**src/rtl/ped_request_unit.sv**
```systemverilog
// -----------------------------------------------------------------------------
// ped_request_unit
//
// Pedestrian push-button front end for a traffic light controller. The raw
// button is synchronized, debounced into single press events, and turned into
// a held crossing request. The unit tracks served walk phases, enforces a
// cooldown after each walk, and flags request timeouts and walk/lamp conflicts.
//
// Parameters
//   DEBOUNCE_CYCLES : consecutive synchronized-high cycles that qualify a press
//   COOLDOWN_CYCLES : cycles after a served walk before a new request is issued
//   TIMEOUT_CYCLES  : cycles a request may wait for walk before timeout_err
//
// Ports
//   clk          : single clock, rising edge
//   rst          : asynchronous reset, active low
//   btn          : raw asynchronous push-button, 1 = pressed
//   walk         : walk indication from the traffic light controller
//   light        : controller lamp state (00 red, 01 yellow, 10 green)
//   ped          : crossing request to the controller
//   wait_lamp    : "request pending" lamp on the button unit
//   served_cnt   : completed walk phases, saturating at 255
//   timeout_err  : one-cycle pulse when a request has waited too long
//   conflict_err : sticky flag, walk seen while light is not red
// -----------------------------------------------------------------------------
module ped_request_unit #(
    parameter int DEBOUNCE_CYCLES = 4,
    parameter int COOLDOWN_CYCLES = 8,
    parameter int TIMEOUT_CYCLES  = 32
) (
    input  logic       clk,
    input  logic       rst,
    input  logic       btn,
    input  logic       walk,
    input  logic [1:0] light,
    output logic       ped,
    output logic       wait_lamp,
    output logic [7:0] served_cnt,
    output logic       timeout_err,
    output logic       conflict_err
);

    localparam int DB_W = $clog2(DEBOUNCE_CYCLES + 1);
    localparam int CD_W = $clog2(COOLDOWN_CYCLES + 1);
    localparam int TO_W = $clog2(TIMEOUT_CYCLES + 1);

    localparam logic [DB_W-1:0] DB_MAX  = DB_W'(DEBOUNCE_CYCLES);
    localparam logic [DB_W-1:0] DB_LAST = DB_W'(DEBOUNCE_CYCLES - 1);
    localparam logic [CD_W-1:0] CD_LAST = CD_W'(COOLDOWN_CYCLES - 1);
    localparam logic [TO_W-1:0] TO_LAST = TO_W'(TIMEOUT_CYCLES - 1);

    typedef enum logic [1:0] {
        IDLE,
        REQ,
        SERVE,
        COOLDOWN
    } state_t;

    state_t          state;
    logic            btn_sync_p0;
    logic            btn_sync_p1;
    logic [DB_W-1:0] db_cnt;
    logic            press;
    logic [TO_W-1:0] wait_cnt;
    logic [CD_W-1:0] cd_cnt;
    logic            pending;

    function automatic logic [7:0] sat_inc8(input logic [7:0] value);
        sat_inc8 = (value == 8'hFF) ? value : value + 8'd1;
    endfunction

    // Stage p0/p1: two-flop synchronizer on the raw button
    always_ff @(posedge clk or negedge rst) begin
        if (!rst) begin
            btn_sync_p0 <= 1'b0;
            btn_sync_p1 <= 1'b0;
        end else begin
            btn_sync_p0 <= btn;
            btn_sync_p1 <= btn_sync_p0;
        end
    end

    // Debounce stage: saturating run-length counter. The press pulse fires only
    // on the transition into saturation, so a held button yields one event.
    always_ff @(posedge clk or negedge rst) begin
        if (!rst) begin
            db_cnt <= '0;
            press  <= 1'b0;
        end else begin
            press <= btn_sync_p1 && (db_cnt == DB_LAST);
            if (!btn_sync_p1) begin
                db_cnt <= '0;
            end else if (db_cnt != DB_MAX) begin
                db_cnt <= db_cnt + 1'b1;
            end
        end
    end

    // Request FSM with registered outputs
    always_ff @(posedge clk or negedge rst) begin
        if (!rst) begin
            state       <= IDLE;
            ped         <= 1'b0;
            wait_lamp   <= 1'b0;
            served_cnt  <= 8'd0;
            timeout_err <= 1'b0;
            wait_cnt    <= '0;
            cd_cnt      <= '0;
            pending     <= 1'b0;
        end else begin
            timeout_err <= 1'b0;
            case (state)
                IDLE: begin
                    ped       <= 1'b0;
                    wait_lamp <= 1'b0;
                    if (press) begin
                        state     <= REQ;
                        ped       <= 1'b1;
                        wait_lamp <= 1'b1;
                        wait_cnt  <= '0;
                    end
                end
                REQ: begin
                    if (walk) begin
                        state     <= SERVE;
                        ped       <= 1'b0;
                        wait_lamp <= 1'b0;
                    end else if (wait_cnt == TO_LAST) begin
                        // Keep requesting; the error only reports the stall.
                        timeout_err <= 1'b1;
                        wait_cnt    <= '0;
                    end else begin
                        wait_cnt <= wait_cnt + 1'b1;
                    end
                end
                SERVE: begin
                    if (!walk) begin
                        state      <= COOLDOWN;
                        served_cnt <= sat_inc8(served_cnt);
                        cd_cnt     <= '0;
                        pending    <= 1'b0;
                        wait_lamp  <= 1'b0;
                    end
                end
                COOLDOWN: begin
                    if (cd_cnt == CD_LAST) begin
                        // A press landing on the expiry cycle still counts.
                        pending <= 1'b0;
                        if (pending || press) begin
                            state     <= REQ;
                            ped       <= 1'b1;
                            wait_lamp <= 1'b1;
                            wait_cnt  <= '0;
                        end else begin
                            state     <= IDLE;
                            wait_lamp <= 1'b0;
                        end
                    end else begin
                        cd_cnt <= cd_cnt + 1'b1;
                        if (press) begin
                            pending   <= 1'b1;
                            wait_lamp <= 1'b1;
                        end
                    end
                end
                default: begin
                    state     <= IDLE;
                    ped       <= 1'b0;
                    wait_lamp <= 1'b0;
                end
            endcase
        end
    end

    // Conflict monitor, independent of the FSM
    always_ff @(posedge clk or negedge rst) begin
        if (!rst) begin
            conflict_err <= 1'b0;
        end else if (walk && (light != 2'b00)) begin
            conflict_err <= 1'b1;
        end
    end

endmodule

```
**config.mk**
```make
export PLATFORM = sky130hd
export DESIGN_NAME = ped_request_unit
export DESIGN_NICKNAME = d
export VERILOG_FILES = /design/src/rtl/ped_request_unit.sv
export SDC_FILE = /design/constraint.sdc
export NUM_CORES = 1
export LEC_CHECK = 0
export ABC_AREA = 1
export BUFFER_PORTS_ARGS = -buffer_cell sky130_fd_sc_hd__buf_2
export CORE_MARGIN = 4
export CORE_UTILIZATION = 52
export CTS_BUF_LIST = sky130_fd_sc_hd__clkbuf_16
export DETAILED_ROUTE_END_ITERATION = 6
export GPL_TIMING_DRIVEN = 0
export PLACE_DENSITY = 0.87
export SYNTH_ARGS = -nofsm -noshare
export SYNTH_HDL_FRONTEND = slang
export SYNTH_SLANG_ARGS = --single-unit
```
**constraint.sdc**
```tcl
create_clock -name clk -period 1.4 [get_ports clk]
set_input_delay 0.14 -clock clk [delete_from_list [all_inputs] [get_ports clk]]
set_output_delay 0.14 -clock clk [all_outputs]
set_load 0.02 [all_outputs]
```
# Word level (Yosys, flattened, before mapping)
# Cells that the tools add are included.
[op_classes]
add_sub_neg = 4
n_mul = 0
div_mod_pow = 0
n_lt_le_gt_ge = 0
n_eq_ne = 17
n_shift = 0
muxes = 32
bitwise = 2
n_reduce_logical = 14
[ops]
columns = ["operator", "count"]
rows = [
  ["$mux W6", 5],
  ["$pmux W6 S3", 1],
  ["$ne A2 B2 Y1 const B", 7],
  ["$mux W1", 13],
  ["$reduce_and A3 Y1", 4],
  ["$add A8 B1 Y8 const B", 1],
  ["$eq A8 B8 Y1 const B", 1],
  ["$mux W2", 4],
  ["$mux W4", 2],
  ["$pmux W2 S4", 1],
  ["$pmux W4 S2", 1],
  ["$reduce_and A4 Y1", 2],
  ["$add A6 B1 Y6 const B", 1],
  ["$eq A6 B5 Y1 const B", 1],
  ["$mux W3", 2],
  ["$ne A3 B3 Y1 const B", 2],
  ["$reduce_and A5 Y1", 1],
  ["$add A4 B1 Y4 const B", 1],
  ["$eq A2 B2 Y1 const B", 2],
  ["$eq A4 B3 Y1 const B", 1],
  ["$pmux W1 S4", 1],
  ["$reduce_bool A2 Y1", 2],
  ["$add A3 B1 Y3 const B", 1],
  ["$eq A3 B2 Y1 const B", 1],
  ["9 further kinds", 11],
]
[totals]
register_bits = 31
latchBits = 0
ram_bits = 0
rom_bits = 0
in_bits = 6
out_inout_bits = 12
mem_count = 0

# Longest topological paths before layout
[logic_depth]
depth_word = 4
depth_mapped = 9

# Worst setup path before layout
# OpenSTA, ideal clock, no wires.
[synth_path]
path_type = "reg-to-reg"
start = "reg state[0]"
end = "reg state[0]"
setup_ns = 0.123
arrival_ns = 1.253
required_ns = 1.277
path_slack_ns = 0.024
stages_incl_launch_ff = 9
period_less_slack_ns = 1.376
cell_sequence = "dfrtp_1 -> inv_1 -> ha_1 -> nand2_1 -> nand2_1 -> nor2_1 -> nand2_1 -> o21ai_0 -> nand2_1"
[synth_between]
elab_chain_cells = 3
elab_cells_between_ends = 10
cone_classes = "7 x eq/ne; 1 x mux; 2 x reduce/logical"
[synth_rtl]
columns = ["element", "line", "rtl"]
rows = [
  ["from (decl)", "59", "state_t state;"],
  ["from (signal assigned)", "102", "state <= IDLE;"],
  ["from (signal assigned)", "117", "state <= REQ;"],
  ["from (signal assigned)", "125", "state <= SERVE;"],
  ["$eq A2 B2 Y1 (tied with other cells)", "112", "case (state)"],
  ["$ne A2 B2 Y1 (no line)", "n/a", ""],
  ["$reduce_and A4 Y1 (no line)", "n/a", ""],
]
# Several ways; a longest one is shown, not always the timed one.
# A chain may end at the register's enable or synchronous reset.

# Worst setup path after layout
[layout_path]
start = "reg state[1]"
end = "reg wait_cnt[5]"
[layout_between]
elab_chain_cells = 3
elab_cells_between_ends = 10
cone_classes = "6 x eq/ne; 1 x mux; 3 x reduce/logical"
[layout_rtl]
columns = ["element", "line", "rtl"]
rows = [
  ["$eq A2 B1 Y1 (tied with other cells)", "112", ""],
  ["$ne A2 B2 Y1 (no line) / $reduce_bool A3 Y1 (equally long branches)", "n/a", ""],
  ["$reduce_and A5 Y1 (no line)", "n/a", ""],
  ["to (signal assigned)", "133", "wait_cnt <= wait_cnt + 1'b1;"],
  ["to (decl)", "64", "logic [TO_W-1:0] wait_cnt;"],
]
# Several ways; a longest one is shown, not always the timed one.

==> results.cfg <==
[worst_setup_path]
sort_of_element_at_the_start_of_the_critical_path = register
worstPathArrival_ps = 1660
critPathMaxFanout = 6
worst-setup-path-type = reg -> reg
delay_of_the_slowest_cell_on_the_worst_path_ps = 460
critical_path.endpoint_type = register
cpLargestDelayFamily = simple AND/OR/NAND/NOR gates
critPathBufInv = 2
crit_path_top_delay_cell = sky130_fd_sc_hd__dfrtp_2
critical_path_required_ps = 1620
crit_chain = inv_4 > ha_4 > nand2_2 > inv_2 > nor2_4 > nand2_4 > nor2_8 > nand3_1 > nand2_1

[global_route]
grt_overflow = 0
grtUsageTotal_pct = 18.8
use_met1_pct = 21.1
grt-busiest-layer = met2
pin_count_of_the_biggest_net_entering_global_routing = 32
grt_pass1_vias = 1392
grt_pass1_wl_um = 6100
grt_antenna_before_repair = 0
grt_use_met2_pct = 32.3
met3_usage_pct = 4.96

[floorplan]
die_height_um = 65.7
rows = 20
floorplan.initialDensity_pct = 55.4
design.portCount = 18
dieArea_um2 = 4320
fp.coreArea_um2 = 3130
die-width_um = 65.7

[drt]
drt-wirelength-per-cell_um = 13.5
dr.pass1.iters = 4
total_via_count_in_the_routed_design = 1496
detail_route.wirelength_um = 3940
detail_route.iter0.violations = 100
routed_via_density = 5.12
antenna_violating_nets_post_route = 0
remaining_drc_errors = 0

[final_layout]
final-instance-count-excl-fill = 292
insertedDiodeCount = 0
area_growth_syn_to_layout_pct = 30.3
finalInstanceArea_um2 = 2260
final_layout_size_suffix_gt1_share_pct = 31.0
layout.filler_cells = 218
final_nets = 265

[cts]
cts_htree_levels = 2
cts.path.max_buffers = 2
clkSlewWorstSetupHoldPaths_ps = 50
clock_sinks = 31
tritoncts = yes
cts-buffers-inserted = 5
root_buffer = sky130_fd_sc_hd__clkbuf_16
worstSkewPairLatency_ps = 280

[sta]
hold_viol_final = 0
relSlewSlack_pct = 54.3
rsz0062_at_grt = yes
setup_violations = 8
f_max_mhz = 691
skew_ps = 3.69
timing.setup.tns_ps = -177
setup_ws_ps = -46.6
finalCritPeriodShare_pct = 103
slew_viol_final = 0
timing.final.crit_period_ps = 1450
worst_pin_slew_ps = 685

[run_status]
status = finished with violations
failing_checks = negative setup slack

[placed_design]
io_buffer_count = 17
post_dp_hpwl_um = 2310
placed_cells_incl_taps = 272
placed_cell_area_um2 = 1870
weighted_congestion_reported_at_the_end_of_routability_driven_placement = 0.817

[logic_synthesis]
mappedNetlistNets = 228
post_synth_inst_count = 211
syn_avg_cell_area_um2 = 8.21
seq_area_frac_synth_pct = 44.8
synthesis.yosys.warnings = 0
synthDistinctLibCells = 24
cell_area_after_technology_mapping_um2 = 1730
postSynthRegisterBits = 31

[min_path]
min_path_type = in -> reg

[power_and_ir_drop]
p_total_mw = 4.57
max-vdd-ir-drop_mv = 1.20
cellPowerDensity_nw_per_um2 = 2020
leakagePower_nw = 1.15

[flow_run]
cap_violations = 0
==> final timing paths <==
check                      slack [ps]      endpoint   startpoint  depth (start not counted)
min in group asynchronous         450   wait_cnt[4]          rst                          2
hold / removal                    160  conflict_err     light[0]                          3
hold reg to reg                   360   btn_sync_p1  btn_sync_p0                          0
setup reg to reg                  -50   wait_cnt[5]     state[1]                          9
max in group asynchronous         480      state[0]          rst                          2
setup / recovery                  -50   wait_cnt[5]     state[1]                          9
==> worst register-to-register path, delay by kind of cell (launching register included) <==
kind | cells | cell delay [ps]
DFF | 1 | 460
adders and majority gates | 1 | 190
and+or+nand+nor | 6 | 600
buffers and inverters | 2 | 130
==> synth_stat cells <==
cell	number	share of area (%)
sky130_fd_sc_hd__ha_1	11	7.9
sky130_fd_sc_hd__o21bai_1	1	0.43
sky130_fd_sc_hd__nand2_2	1	0.36
sky130_fd_sc_hd__o31ai_1	1	0.43
sky130_fd_sc_hd__inv_2	3	0.65
sky130_fd_sc_hd__nand3_2	3	1.7
sky130_fd_sc_hd__o22ai_1	1	0.36
sky130_fd_sc_hd__nor2_4	1	0.65
sky130_fd_sc_hd__xor2_1	3	1.5
sky130_fd_sc_hd__nand2_4	3	1.9
sky130_fd_sc_hd__a21oi_1	3	0.87
sky130_fd_sc_hd__nand3b_1	1	0.43
sky130_fd_sc_hd__dfrtp_1	31	45
sky130_fd_sc_hd__o21ai_0	11	3.2
sky130_fd_sc_hd__nor2_2	2	0.72
sky130_fd_sc_hd__o21ai_2	2	1.0
sky130_fd_sc_hd__nor2_1	19	4.1
sky130_fd_sc_hd__nor3_1	2	0.58
sky130_fd_sc_hd__xnor2_1	6	3.0
sky130_fd_sc_hd__nand4_1	2	0.72
sky130_fd_sc_hd__nand2_1	65	14
sky130_fd_sc_hd__nor2_8	1	1.2
sky130_fd_sc_hd__inv_1	23	5.0
sky130_fd_sc_hd__nand3_1	15	4.3
==> layout make-up <==
| type | count | area [µm²] | share of cell area [%] |
|---|---|---|---|
| repair buffers | 29 | 180 | 7.98 |
| clock inverters | 2 | 8.76 | 0.388 |
| flip-flops and latches | 31 | 778 | 34.5 |
| clock buffers | 5 | 125 | 5.54 |
| multi-input cells | 155 | 1000 | 44.4 |
| inverters | 26 | 108 | 4.76 |
| well taps | 44 | 55.1 | 2.44 |
==> registers in the layout, indices dropped and copies added, names as in the netlist <==
| name | count |
|---|---|
| btn_sync_p0 | 1 |
| btn_sync_p1 | 1 |
| cd_cnt | 4 |
| conflict_err | 1 |
| db_cnt | 3 |
| ped | 1 |
| pending | 1 |
| press | 1 |
| served_cnt | 8 |
| state | 2 |
| timeout_err | 1 |
| wait_cnt | 6 |
| wait_lamp | 1 |
==> metrics by stage <==
step | hold slack [ps] | setup slack, ps | util, %
after floorplan | -156 | 23.6 | -
final | 162 | -46.6 | 72.2
after CTS | 162 | -22.3 | 67.2
after global routing | 204 | -120 | 72.2
after global placement | 218 | -138 | 59.9
after detailed placement | 224 | -171 | 59.9
==> report_power, final <==
part	switching [mW]	internal (mW)	total [mW]	leakage, nW
combinational	1.33	0.894	2.22	0.674
clock	0.365	0.637	1.00	0.0671
sequential	0.247	1.09	1.34	0.404
==> cells by family (layout without fill, tap and decap cells) <==
logic type | after synthesis | count (layout) | share of synthesized area, %
adders and majority gates | 11 | 11 | 7.94
xor gates and xnor gates | 9 | 9 | 4.55
buffers and inverters | 26 | 62 | 5.63
AOI/OAI and AO/OA | 19 | 19 | 6.28
DFF | 31 | 31 | 44.8
and+or+nand+nor | 115 | 116 | 30.8
==> layer usage <==
metal | part of all wire [%] | routed length (µm) | vias up
met5 | 0 | 0 | -
met4 | 3.8 | 148 | 0
met3 | 3.4 | 132 | 16
met2 | 52 | 2030 | 33
met1 | 41 | 1630 | 701
li1 | - | - | 746
==> repair_timing <==
item,CTS,global route
cloned,0,1
pin swaps,4,9
endpoints found under the setup margin,23,22
buffers inserted,3,7
endpoints found under the hold margin,32,0
hold buffers,2,0
gates resized for setup,15,31
==> placed cells by master (no fill, tap or decap), drive strengths merged, types with 3 or more instances in the layout <==
master	Yosys	layout
buf	0	27
ha	11	11
nand2	69	70
xor2	3	3
a21oi	3	3
nor2	23	23
o21ai	13	13
dfrtp	31	31
nand3	18	18
xnor2	6	6
clkbuf	0	5
inv	26	26
(Power assumes the default switching activity.)
